`src/rtl/binary_graycode.sv`:
```
// Registered binary <-> reflected Gray code converter with one cycle of latency.
// Mode 0 encodes binary to Gray, mode 1 decodes Gray to binary; results are held while idle.
module binary_graycode #(
    parameter int WIDTH = 4
) (
    input  logic             clk,
    input  logic             rst,
    input  logic             in_valid,
    input  logic             mode,
    input  logic [WIDTH-1:0] in,
    output logic [WIDTH-1:0] out,
    output logic             out_valid,
    output logic             out_mode
);

    function automatic logic [WIDTH-1:0] bin2gray(input logic [WIDTH-1:0] b);
        logic [WIDTH-1:0] g;
        g[WIDTH-1] = b[WIDTH-1];
        for (int i = WIDTH - 2; i >= 0; i--) begin
            g[i] = b[i+1] ^ b[i];
        end
        return g;
    endfunction

    // Decoding is a prefix XOR running down from the MSB
    function automatic logic [WIDTH-1:0] gray2bin(input logic [WIDTH-1:0] g);
        logic [WIDTH-1:0] b;
        b[WIDTH-1] = g[WIDTH-1];
        for (int i = WIDTH - 2; i >= 0; i--) begin
            b[i] = b[i+1] ^ g[i];
        end
        return b;
    endfunction

    logic [WIDTH-1:0] conv_s;
    logic [WIDTH-1:0] out_r;
    logic             out_valid_r;
    logic             out_mode_r;

    // Select the conversion for the current input word
    always_comb begin
        conv_s = {WIDTH{1'b0}};
        if (mode == 1'b1) begin
            conv_s = gray2bin(in);
        end else begin
            conv_s = bin2gray(in);
        end
    end

    // Capture a result only when qualified, so idle inputs never reach out
    always_ff @(posedge clk or posedge rst) begin
        if (rst) begin
            out_r       <= {WIDTH{1'b0}};
            out_valid_r <= 1'b0;
            out_mode_r  <= 1'b0;
        end else if (in_valid) begin
            out_r       <= conv_s;
            out_valid_r <= 1'b1;
            out_mode_r  <= mode;
        end else begin
            out_valid_r <= 1'b0;
        end
    end

    assign out       = out_r;
    assign out_valid = out_valid_r;
    assign out_mode  = out_mode_r;

endmodule

```
`config.mk`:
```
export PLATFORM = sky130hd
export DESIGN_NAME = binary_graycode
export DESIGN_NICKNAME = d
export VERILOG_FILES = /design/src/rtl/binary_graycode.sv
export SDC_FILE = /design/constraint.sdc
export NUM_CORES = 1
export LEC_CHECK = 0
export BUFFER_PORTS_ARGS = -buffer_cell sky130_fd_sc_hd__buf_2
export CAP_MARGIN = 5
export CORE_AREA = 10 10 47 49
export CTS_CLUSTER_DIAMETER = 120
export DETAILED_ROUTE_END_ITERATION = 10
export DIE_AREA = 0 0 57 59
export PLACE_DENSITY = 0.55
export SYNTH_ARGS = -nofsm -noshare
export SYNTH_HDL_FRONTEND = slang
export SYNTH_SLANG_ARGS = --single-unit
```
`constraint.sdc`:
```
create_clock -name clk -period 0.9 [get_ports clk]
set_input_delay 0.18 -clock clk [delete_from_list [all_inputs] [get_ports clk]]
set_output_delay 0.18 -clock clk [all_outputs]
set_load 0.02 [all_outputs]
```
---- After elaboration in Yosys (flattened, before gate mapping) ----
Index checks and enable logic that the tools add are counted.
operators by class
  muxes and demuxes ....................... 2
  bitwise operators ....................... 5
operator list
  kind              count
  XOR 1 bit         5
  2-to-1 mux 2 bit  1
  2-to-1 mux 1 bit  1
word-level totals
  flip-flop bits (word level) ............. 6
  bits of input ports ..................... 8
  output and inout bits ................... 6
  logic and storage cells ................. 10

---- Depth between registers and ports, before layout ----
Gate-level depths: netlist of the first run.
  word-level depth ........................ 4
  depth in mapped cells ................... 4
  gate-level depth less buffers ........... 3

---- Least setup slack after synthesis of the first run ----
OpenSTA, ideal clock, no wires.
  kind .................................... input to register
  from .................................... input port in_valid
  to ...................................... register out_r[0] (netlist: out[0])
  setup time .............................. 104 ps
  arrival ................................. 748 ps
  required time ........................... 796 ps
  path slack .............................. 48 ps
  stages on the path ...................... 4
  buffers on the path ..................... 1
  cell sequence ........................... buf_4 inv_1 or2_0 o311ai_1
RTL lines
  element               RTL line  source
  start, declared       8         input logic in_valid,
  end signal, assigned  53        out_r <= {WIDTH{1'b0}};
  end signal, assigned  57        out_r <= conv_s;
  end, declared         36        logic [WIDTH-1:0] out_r;

---- Final worst setup path of the first run ----
  from .................................... register out_r[0] (netlist: out[0])
  to ...................................... output port out[0]
RTL lines
  element        RTL line  source
  end, declared  11        output logic [WIDTH-1:0] out,
No word-level cell between the ends.

==> flow_metrics.py, run 1 <==
metrics = {
    "logic_synthesis": {
        "synth_nets": 32,
        "synth.distinct_cells": 13,
        "syn_area_um2": 280,
        "yosysSeqAreaShare_pct": 53.6,
        "yosysWarnings": 0,
        "syn_inst": 24,
        "syn_avg_cell_area_um2": 11.7,
        "ys_ff_latch": 6,
    },
    "sta": {
        "slew_violations": 0,
        "max_freq_mhz": 1060,
        "min_period_over_period_pct": 105,
        "finalCriticalPeriod_ns": 0.945,
        "relSlewSlack_pct": 81.0,
        "worstMarginPinSlew_ns": 0.283,
        "rsz0062_at_grt": "true",
        "layout_setup_ws_ns": -0.0452,
        "setup_tns_ns": -0.240,
        "hold_ws_ns": 0.0850,
        "setup_viol": 6,
        "fin_skew_ns": 0,
        "hold_viol": 0,
    },
    "worst_setup_path": {
        "worstPathArrival_ns": 0.77,
        "crit_type": "register to output port",
        "worstPathRequired_ns": 0.72,
        "critical-path-max-stage-delay_ns": 0.38,
        "worstSetupEndpointType": "output port",
        "cp_num_buf_inv": 1,
        "crit_fanout": 2,
        "worstPathCellList": "buf_6",
        "crit_family": "flip-flops",
        "critPathLaunchType": "register",
        "slowest_stage": "dfrtp_1",
    },
    "cts": {
        "clkTransAtPathRegs_ns": 0.05,
        "clockRootBuffer": "clkbuf_4",
        "cts_num_sinks": 6,
        "cts_made_buffers": 3,
        "worstSkewPairLatency_ns": 0.24,
        "htreeDepth": 1,
        "clock_path_buffers": 2,
        "cts_tree": "done",
    },
    "final_layout": {
        "antenna_cells": 0,
        "utilization_pct": 32.7,
        "layout-drive-gt1-share_pct": 52.3,
        "syn2layout_area_growth_pct": 63.4,
        "nets": 54,
    },
    "pwr": {
        "peakVddDrop_mv": 0.830,
        "leakagePower_nw": 0.227,
        "power.density_nw_per_um2": 1790,
    },
    "route": {
        "drt-initial-drc-count": 2,
        "viasPerCell": 4.03,
        "antenna_left": 0,
        "drt_drc_violations_left": 0,
        "wire_per_inst_um": 11.5,
        "dr.pass1.iters": 3,
        "drt-total-wl_um": 688,
        "vias": 242,
    },
    "global_routing": {
        "grt.total_usage_pct": 4.72,
        "grt_pass1_wl_um": 1190,
        "antenna_found_initial": 0,
        "grt_max_degree": 7,
        "grt_pass1_vias": 277,
        "gr-total-overflow": 0,
    },
    "die": {
        "die_y_um": 59,
        "core_area_um2": 1400,
        "dieArea_um2": 3360,
        "ioPinCount": 14,
        "start_util_pct": 20.0,
        "die_w_um": 57,
        "num_rows": 14,
    },
    "status": {
        "status": "finished, violations left",
        "violations": "setup timing",
    },
    "min_path": {
        "hold_path.class": "input port to register",
    },
    "job": {
        "drv_cap": 0,
    },
    "place": {
        "numPortBuffers": 13,
        "hpwl_um": 546,
        "gp_congestion": 0.642,
    },
}
## through the flow
step           area [um2]  setup slack, ns  instances  power [mW]
4_1_cts               458          -0.0599         60       0.839
3_3_place_gp          373          -0.0871         54       0.506
3_5_place_dp          373          -0.0765         54       0.507
5_1_grt               458          -0.0846         60       0.877
2_1_floorplan         280           0.0477         24       0.435
6_report              458          -0.0452         60       0.821
## cell type report
cell class	instances	area, um2
Fill cell	157	943
Sequential cell	6	150
Timing Repair Buffer	18	143
Multi-Input combinational cell	14	111
Clock buffer	3	22.5
Tap cell	16	20.0
Inverter	3	11.3
## where the power goes
| group | switching, mW | internal (mW) | leakage, nW | total, mW |
|---|---|---|---|---|
| Clock | 0.103 | 0.151 | 0.0138 | 0.255 |
| Sequential | 0.0227 | 0.304 | 0.0701 | 0.326 |
| Combinational | 0.104 | 0.136 | 0.143 | 0.240 |
| Total | 0.230 | 0.591 | 0.227 | 0.821 |
## kinds of logic (layout without fill, tap and decap cells)
group                     after synthesis  in the layout  share of synthesized area [%]
AOI/OAI and AO/OA                       3              3                           7.59
xor gates and xnor gates                4              4                           12.5
buffers and inverters                   4             24                           6.70
DFF                                     6              6                           53.6
muxes                                   3              3                           13.4
and+or+nand+nor                         4              4                           6.25
## state kept, by name (all words and copies together) (netlist names)
register / count
out: 4
out_valid: 1
out_mode: 1
## placed cells by master, fill, tap and decap left out, drive strengths merged
cell type | netlist | layout
xnor2 | 2 | 2
o211ai | 1 | 1
clkbuf | 0 | 3
a21oi | 1 | 1
dlygate4sd3 | 0 | 1
buf | 1 | 17
inv | 3 | 3
mux2 | 3 | 3
xor2 | 2 | 2
nor2 | 1 | 1
or2 | 1 | 1
o311ai | 1 | 1
nand2 | 2 | 2
dfrtp | 6 | 6
## path summary, 6_finish.rpt
kind / startpoint / endpoint / slack, ns / cells past startpoint
max: out[0] / out[0] / -0.05 / 1
min: in_valid / out_valid / 0.09 / 1
min in group asynchronous: rst / out_valid / 0.38 / 3
max in group asynchronous: rst / out[1] / 0.32 / 3
min reg2reg: out[3] / out[3] / 0.53 / 1
max reg2reg: out[0] / out[0] / 0.12 / 3
## what timing repair did
item | 4_1_cts | 5_1_grt
gates resized for setup | 12 | 0
buffers inserted | 2 | 0
setup endpoints to repair | 6 | 6
gates cloned | 0 | 0
hold buffers | 1 | 0
hold endpoints to repair | 6 | 0
## synthesized netlist by cell type
cell      number  area, um2
o311ai_1       1       8.76
xnor2_1        2       17.5
dfrtp_1        6        150
o211ai_1       1       7.51
a21oi_1        1       5.00
mux2_2         2       22.5
inv_1          3       11.3
buf_4          1       7.51
nand2_1        2       7.51
or2_0          1       6.26
nor2_1         1       3.75
mux2_4         1       15.0
xor2_1         2       17.5
## routing by layer
layer	routed length (um)	vias to the layer above	track usage, %
met1	300	113	4.77
met5	0	-	0
li1	-	119	-
met2	297	10	5.89
met4	0	0	3.02
met3	90	0	4.72
No activity file was read; power rests on OpenSTA's default activity.
==> inputs of run 2 (changes only) <==
- CELL_PAD_IN_SITES_DETAIL_PLACEMENT: unset -> 1
- CELL_PAD_IN_SITES_GLOBAL_PLACEMENT: unset -> 2
- PLACE_DENSITY: 0.55 -> 0.71
==> run 2 against run 1 <==
Against the previous run: the run still ends with setup timing left; clock-buffer cell count unchanged; total power increased by 3.7%; cell count increased by 5.0%; utilization increased by 1.6 points; critical endpoint is now out[2]; largest cell class is now buffers.
==> flow_metrics.py, run 2 (synthesized netlist as in run 1, its figures left out) <==
metrics = {
    "final_layout": {
        "antenna_cells": 0,
        "largest_reg_flops": 4,
        "regArea_um2": 150,
        "layout-drive-gt1-share_pct": 55.3,
        "utilization_pct": 34.3,
        "fillers": 173,
        "syn2layout_area_growth_pct": 71.4,
        "nets": 57,
        "multi_input_area_um2": 111,
        "layout_common_cells": "buf_2, buf_4, dfrtp_1, buf_6",
    },
    "pwr": {
        "clkPwrFrac_pct": 30.6,
        "power.density_nw_per_um2": 1770,
        "seqPwrFrac_pct": 38.2,
        "intPower_uw": 607,
        "combPwrFrac_pct": 31.2,
        "leakagePower_nw": 0.242,
        "switchingPower_uw": 245,
        "swShare_pct": 28.8,
        "peakVddDrop_mv": 0.657,
    },
    "min_path": {
        "whs_path_depth": 2,
        "hold_end": "out_mode",
        "hold_start": "mode",
        "hold_path.class": "input port to register",
    },
    "cts": {
        "clkTransAtPathRegs_ns": 0.05,
        "cts_tree": "done",
        "htreeDepth": 1,
        "clock_path_buffers": 2,
        "cts_made_buffers": 3,
        "cts_num_sinks": 6,
        "clockRootBuffer": "clkbuf_4",
        "worstSkewPairLatency_ns": 0.25,
    },
    "die": {
        "dieArea_um2": 3360,
        "num_rows": 14,
        "die_y_um": 59,
        "start_util_pct": 20.0,
        "ioPinCount": 14,
        "core_area_um2": 1400,
        "die_w_um": 57,
    },
    "global_routing": {
        "grt_max_degree": 7,
        "gr-total-overflow": 0,
        "antenna_found_initial": 0,
        "grt.total_usage_pct": 5.33,
        "grt_pass1_wl_um": 1350,
        "grt_pass1_vias": 293,
    },
    "worst_setup_path": {
        "reg2reg_from": "out[1]",
        "worstPathRequired_ns": 0.72,
        "crit_family": "flip-flops",
        "cp_num_buf_inv": 1,
        "critical-path-max-stage-delay_ns": 0.39,
        "critPathLaunchType": "register",
        "ff2ff_path_depth": 2,
        "worstPathArrival_ns": 0.77,
        "worstSetupEndpointType": "output port",
        "worstReg2RegEnd": "out[1]",
        "worstPathCellList": "buf_6",
        "slowest_stage": "dfrtp_1",
        "crit_type": "register to output port",
        "crit_fanout": 2,
        "ff2ff_setup_slack_ns": 0.01,
    },
    "sta": {
        "setup_viol": 6,
        "layout_setup_ws_ns": -0.0524,
        "setup_tns_ns": -0.248,
        "finalCriticalPeriod_ns": 0.952,
        "min_period_over_period_pct": 106,
        "rsz0062_at_grt": "true",
        "hold_viol": 0,
        "max_freq_mhz": 1050,
        "worstMarginPinSlew_ns": 0.274,
        "slew_violations": 0,
        "relSlewSlack_pct": 81.6,
        "fin_skew_ns": 0,
    },
    "route": {
        "dr.pass1.iters": 2,
        "drt-total-wl_um": 844,
        "viasPerCell": 4.08,
        "vias": 257,
        "drt_drc_violations_left": 0,
        "antenna_left": 0,
        "wire_per_inst_um": 13.4,
        "drt-initial-drc-count": 1,
    },
    "status": {
        "status": "finished, violations left",
        "violations": "setup timing",
    },
    "place": {
        "hpwl_um": 638,
        "numPortBuffers": 13,
        "gp_congestion": 0.699,
    },
    "job": {
        "drv_cap": 0,
    },
}
[run 2: worst max-delay path by stage]
stage	from	to	slack (ns)	cells after the start
global route	out_mode	out_mode	-0.08	1
detailed placement	in[1]	out[0]	-0.12	4
global placement	in[1]	out[0]	-0.09	4
finish	out[2]	out[2]	-0.05	1
CTS	out[2]	out[2]	-0.06	1
floorplan	in_valid	out[0]	0.05	4
[run 2: through the flow]
step                      cell area [um2]  instances  hold slack [ns]  setup slack, ns  power (mW)
final                                 480         63            0.211          -0.0524       0.852
after floorplan                       280         24          -0.0290           0.0477       0.435
after CTS                             480         63            0.205          -0.0632       0.865
after global routing                  480         63            0.221          -0.0831       0.905
after global placement                388         56            0.113          -0.0873       0.513
after detailed placement              388         56            0.115           -0.122       0.516
[run 2: power groups by stage]
stage / clock network [mW] / registers (mW) / logic (mW)
finish: 0.261 / 0.325 / 0.266
global route: 0.292 / 0.329 / 0.284
CTS: 0.271 / 0.325 / 0.268
detailed placement: 0 / 0.323 / 0.193
global placement: 0 / 0.321 / 0.191
floorplan: 0 / 0.365 / 0.0700
[run 2: per-layer routing]
layer,up-vias,track usage [%],part of all wire [%]
met4,0,4.03,0
met1,121,5.40,43
met2,12,6.67,42
met5,-,0,0
met3,0,4.94,15
li1,124,-,-
[run 2: repair_timing]
action / CTS / global route
setup buffers: 3 / 0
gates resized for setup: 12 / 0
endpoints found under the hold margin: 6 / 0
endpoints found under the setup margin: 6 / 7
pin swaps: 0 / 0
hold buffers: 1 / 0
[run 2: cell type report]
type | instances | share of cell area, %
sequential | 6 | 31.2
timing repair buffer | 21 | 34.4
multi-input combinational | 14 | 23.2
tap | 16 | 4.17
inverter | 3 | 2.34
clock buffer | 3 | 4.69
==> inputs of run 3 (changes only) <==
- MAX_ROUTING_LAYER: unset -> met4
==> run 3 against run 2 <==
Against the previous run: the flow still finishes with violations (setup timing); setup slack lost 0.0016 ns; clock-buffer cell count is the same; clock power is essentially flat; global-route usage grew 0.15 points; sequential power is essentially flat; sequential share of layout area is the same.
==> flow_metrics.py, run 3 (synthesized netlist as in run 1, its figures left out) <==
metrics = {
    "sta": {
        "worstMarginPinSlew_ns": 0.274,
        "min_period_over_period_pct": 106,
        "fin_skew_ns": 0,
        "rsz0062_at_grt": "true",
        "relSlewSlack_pct": 81.6,
        "layout_setup_ws_ns": -0.0540,
        "setup_viol": 6,
        "max_freq_mhz": 1050,
        "setup_tns_ns": -0.250,
        "hold_viol": 0,
        "finalCriticalPeriod_ns": 0.954,
        "slew_violations": 0,
    },
    "route": {
        "wire_per_inst_um": 13.3,
        "drt_drc_violations_left": 0,
        "drt-initial-drc-count": 1,
        "dr.pass1.iters": 2,
        "viasPerCell": 4.08,
        "drt-total-wl_um": 840,
        "antenna_left": 0,
        "vias": 257,
    },
    "place": {
        "gp_congestion": 0.707,
        "hpwl_um": 638,
        "numPortBuffers": 13,
        "place_area_um2": 388,
        "dp.cells": 56,
    },
    "pwr": {
        "swShare_pct": 28.8,
        "intPower_uw": 607,
        "switchingPower_uw": 245,
        "power.density_nw_per_um2": 1770,
        "p_total_uw": 852,
        "peakVddDrop_mv": 0.657,
        "seqPwrFrac_pct": 38.2,
        "leakagePower_nw": 0.242,
        "combPwrFrac_pct": 31.2,
        "clkPwrFrac_pct": 30.6,
    },
    "worst_setup_path": {
        "worstPathCellList": "buf_6",
        "crit_family": "flip-flops",
        "slowest_stage": "dfrtp_1",
        "crit_fanout": 2,
        "worstSetupEndpointType": "output port",
        "cp_num_buf_inv": 1,
        "critPathLaunchType": "register",
        "worstPathArrival_ns": 0.77,
        "crit_type": "register to output port",
        "worstPathRequired_ns": 0.72,
        "critical-path-max-stage-delay_ns": 0.39,
    },
    "final_layout": {
        "largest_reg_flops": 4,
        "nets": 57,
        "antenna_cells": 0,
        "layout_common_cells": "buf_2, buf_4, dfrtp_1, buf_6",
        "layout-drive-gt1-share_pct": 55.3,
        "fillers": 173,
        "fin_cells": 63,
        "stdcell_area_um2": 480,
        "syn2layout_area_growth_pct": 71.4,
    },
    "die": {
        "num_rows": 14,
        "start_util_pct": 20.0,
        "core_area_um2": 1400,
        "die_y_um": 59,
        "dieArea_um2": 3360,
        "ioPinCount": 14,
        "die_w_um": 57,
    },
    "cts": {
        "clockRootBuffer": "clkbuf_4",
        "clock_path_buffers": 2,
        "worstSkewPairLatency_ns": 0.25,
        "cts_num_sinks": 6,
        "clkTransAtPathRegs_ns": 0.05,
        "cts_tree": "done",
        "htreeDepth": 1,
        "cts_made_buffers": 3,
    },
    "min_path": {
        "hold_path.class": "input port to register",
    },
    "global_routing": {
        "gr-max-usage-layer": "met2",
        "grtUsageMet1_pct": 6.35,
        "antenna_found_initial": 0,
        "grt_use_met3_pct": 3.22,
        "grt_pass1_wl_um": 1350,
        "use_met2_pct": 6.67,
        "gr-total-overflow": 0,
        "grt.total_usage_pct": 5.48,
        "grt_max_degree": 7,
        "grt_pass1_vias": 293,
    },
    "job": {
        "drv_cap": 0,
    },
    "status": {
        "violations": "setup timing",
        "status": "finished, violations left",
    },
}
==> run 3: cell counts in the layout (fill, tap and decap cells not counted) <==
Identical to the previous run, type by type.
==> run 3: what timing repair did <==
| item | CTS | global route |
|---|---|---|
| endpoints found under the setup margin | 6 | 7 |
| resized for setup | 12 | 0 |
| setup buffers | 3 | 0 |
| hold buffers | 1 | 0 |
| endpoints found under the hold margin | 6 | 0 |
==> run 3: final timing paths <==
path                       slack [ns]  cells after the start      from        to
max                             -0.05                      1    out[2]    out[2]
min                              0.21                      2      mode  out_mode
max reg2reg                      0.01                      2    out[1]    out[1]
min reg2reg                      0.53                      1  out_mode  out_mode
max in group asynchronous        0.31                      3       rst    out[1]
min in group asynchronous        0.38                      3       rst    out[2]
==> run 3: area by class of cell <==
type                            instances  area [um2]  area share [%]
Multi-Input combinational cell         14         111            23.2
Sequential cell                         6         150            31.2
Tap cell                               16        20.0            4.17
Timing Repair Buffer                   21         165            34.4
Inverter                                3        11.3            2.34
Clock buffer                            3        22.5            4.69
==> run 3: power groups by stage <==
stage | clock [mW] | sequential [mW] | combinational (mW)
after CTS | 0.271 | 0.325 | 0.268
after global placement | 0 | 0.321 | 0.191
final | 0.261 | 0.325 | 0.265
after floorplan | 0 | 0.365 | 0.0700
after global routing | 0.292 | 0.329 | 0.283
after detailed placement | 0 | 0.323 | 0.193
==> run 3: routing by layer <==
metal | up-vias | wire [um]
met4 | 0 | 0
met2 | 12 | 353
met3 | 0 | 65
li1 | 124 | -
met1 | 121 | 421
met5 | - | 0
==> run 3: per-stage QoR <==
stage / utilization, % / worst slack (ns) / hold slack, ns
floorplan: - / 0.0477 / -0.0290
global placement: 27.7 / -0.0873 / 0.113
detailed placement: 27.7 / -0.122 / 0.115
CTS: 34.3 / -0.0632 / 0.205
global route: 34.3 / -0.0828 / 0.221
finish: 34.3 / -0.0540 / 0.211
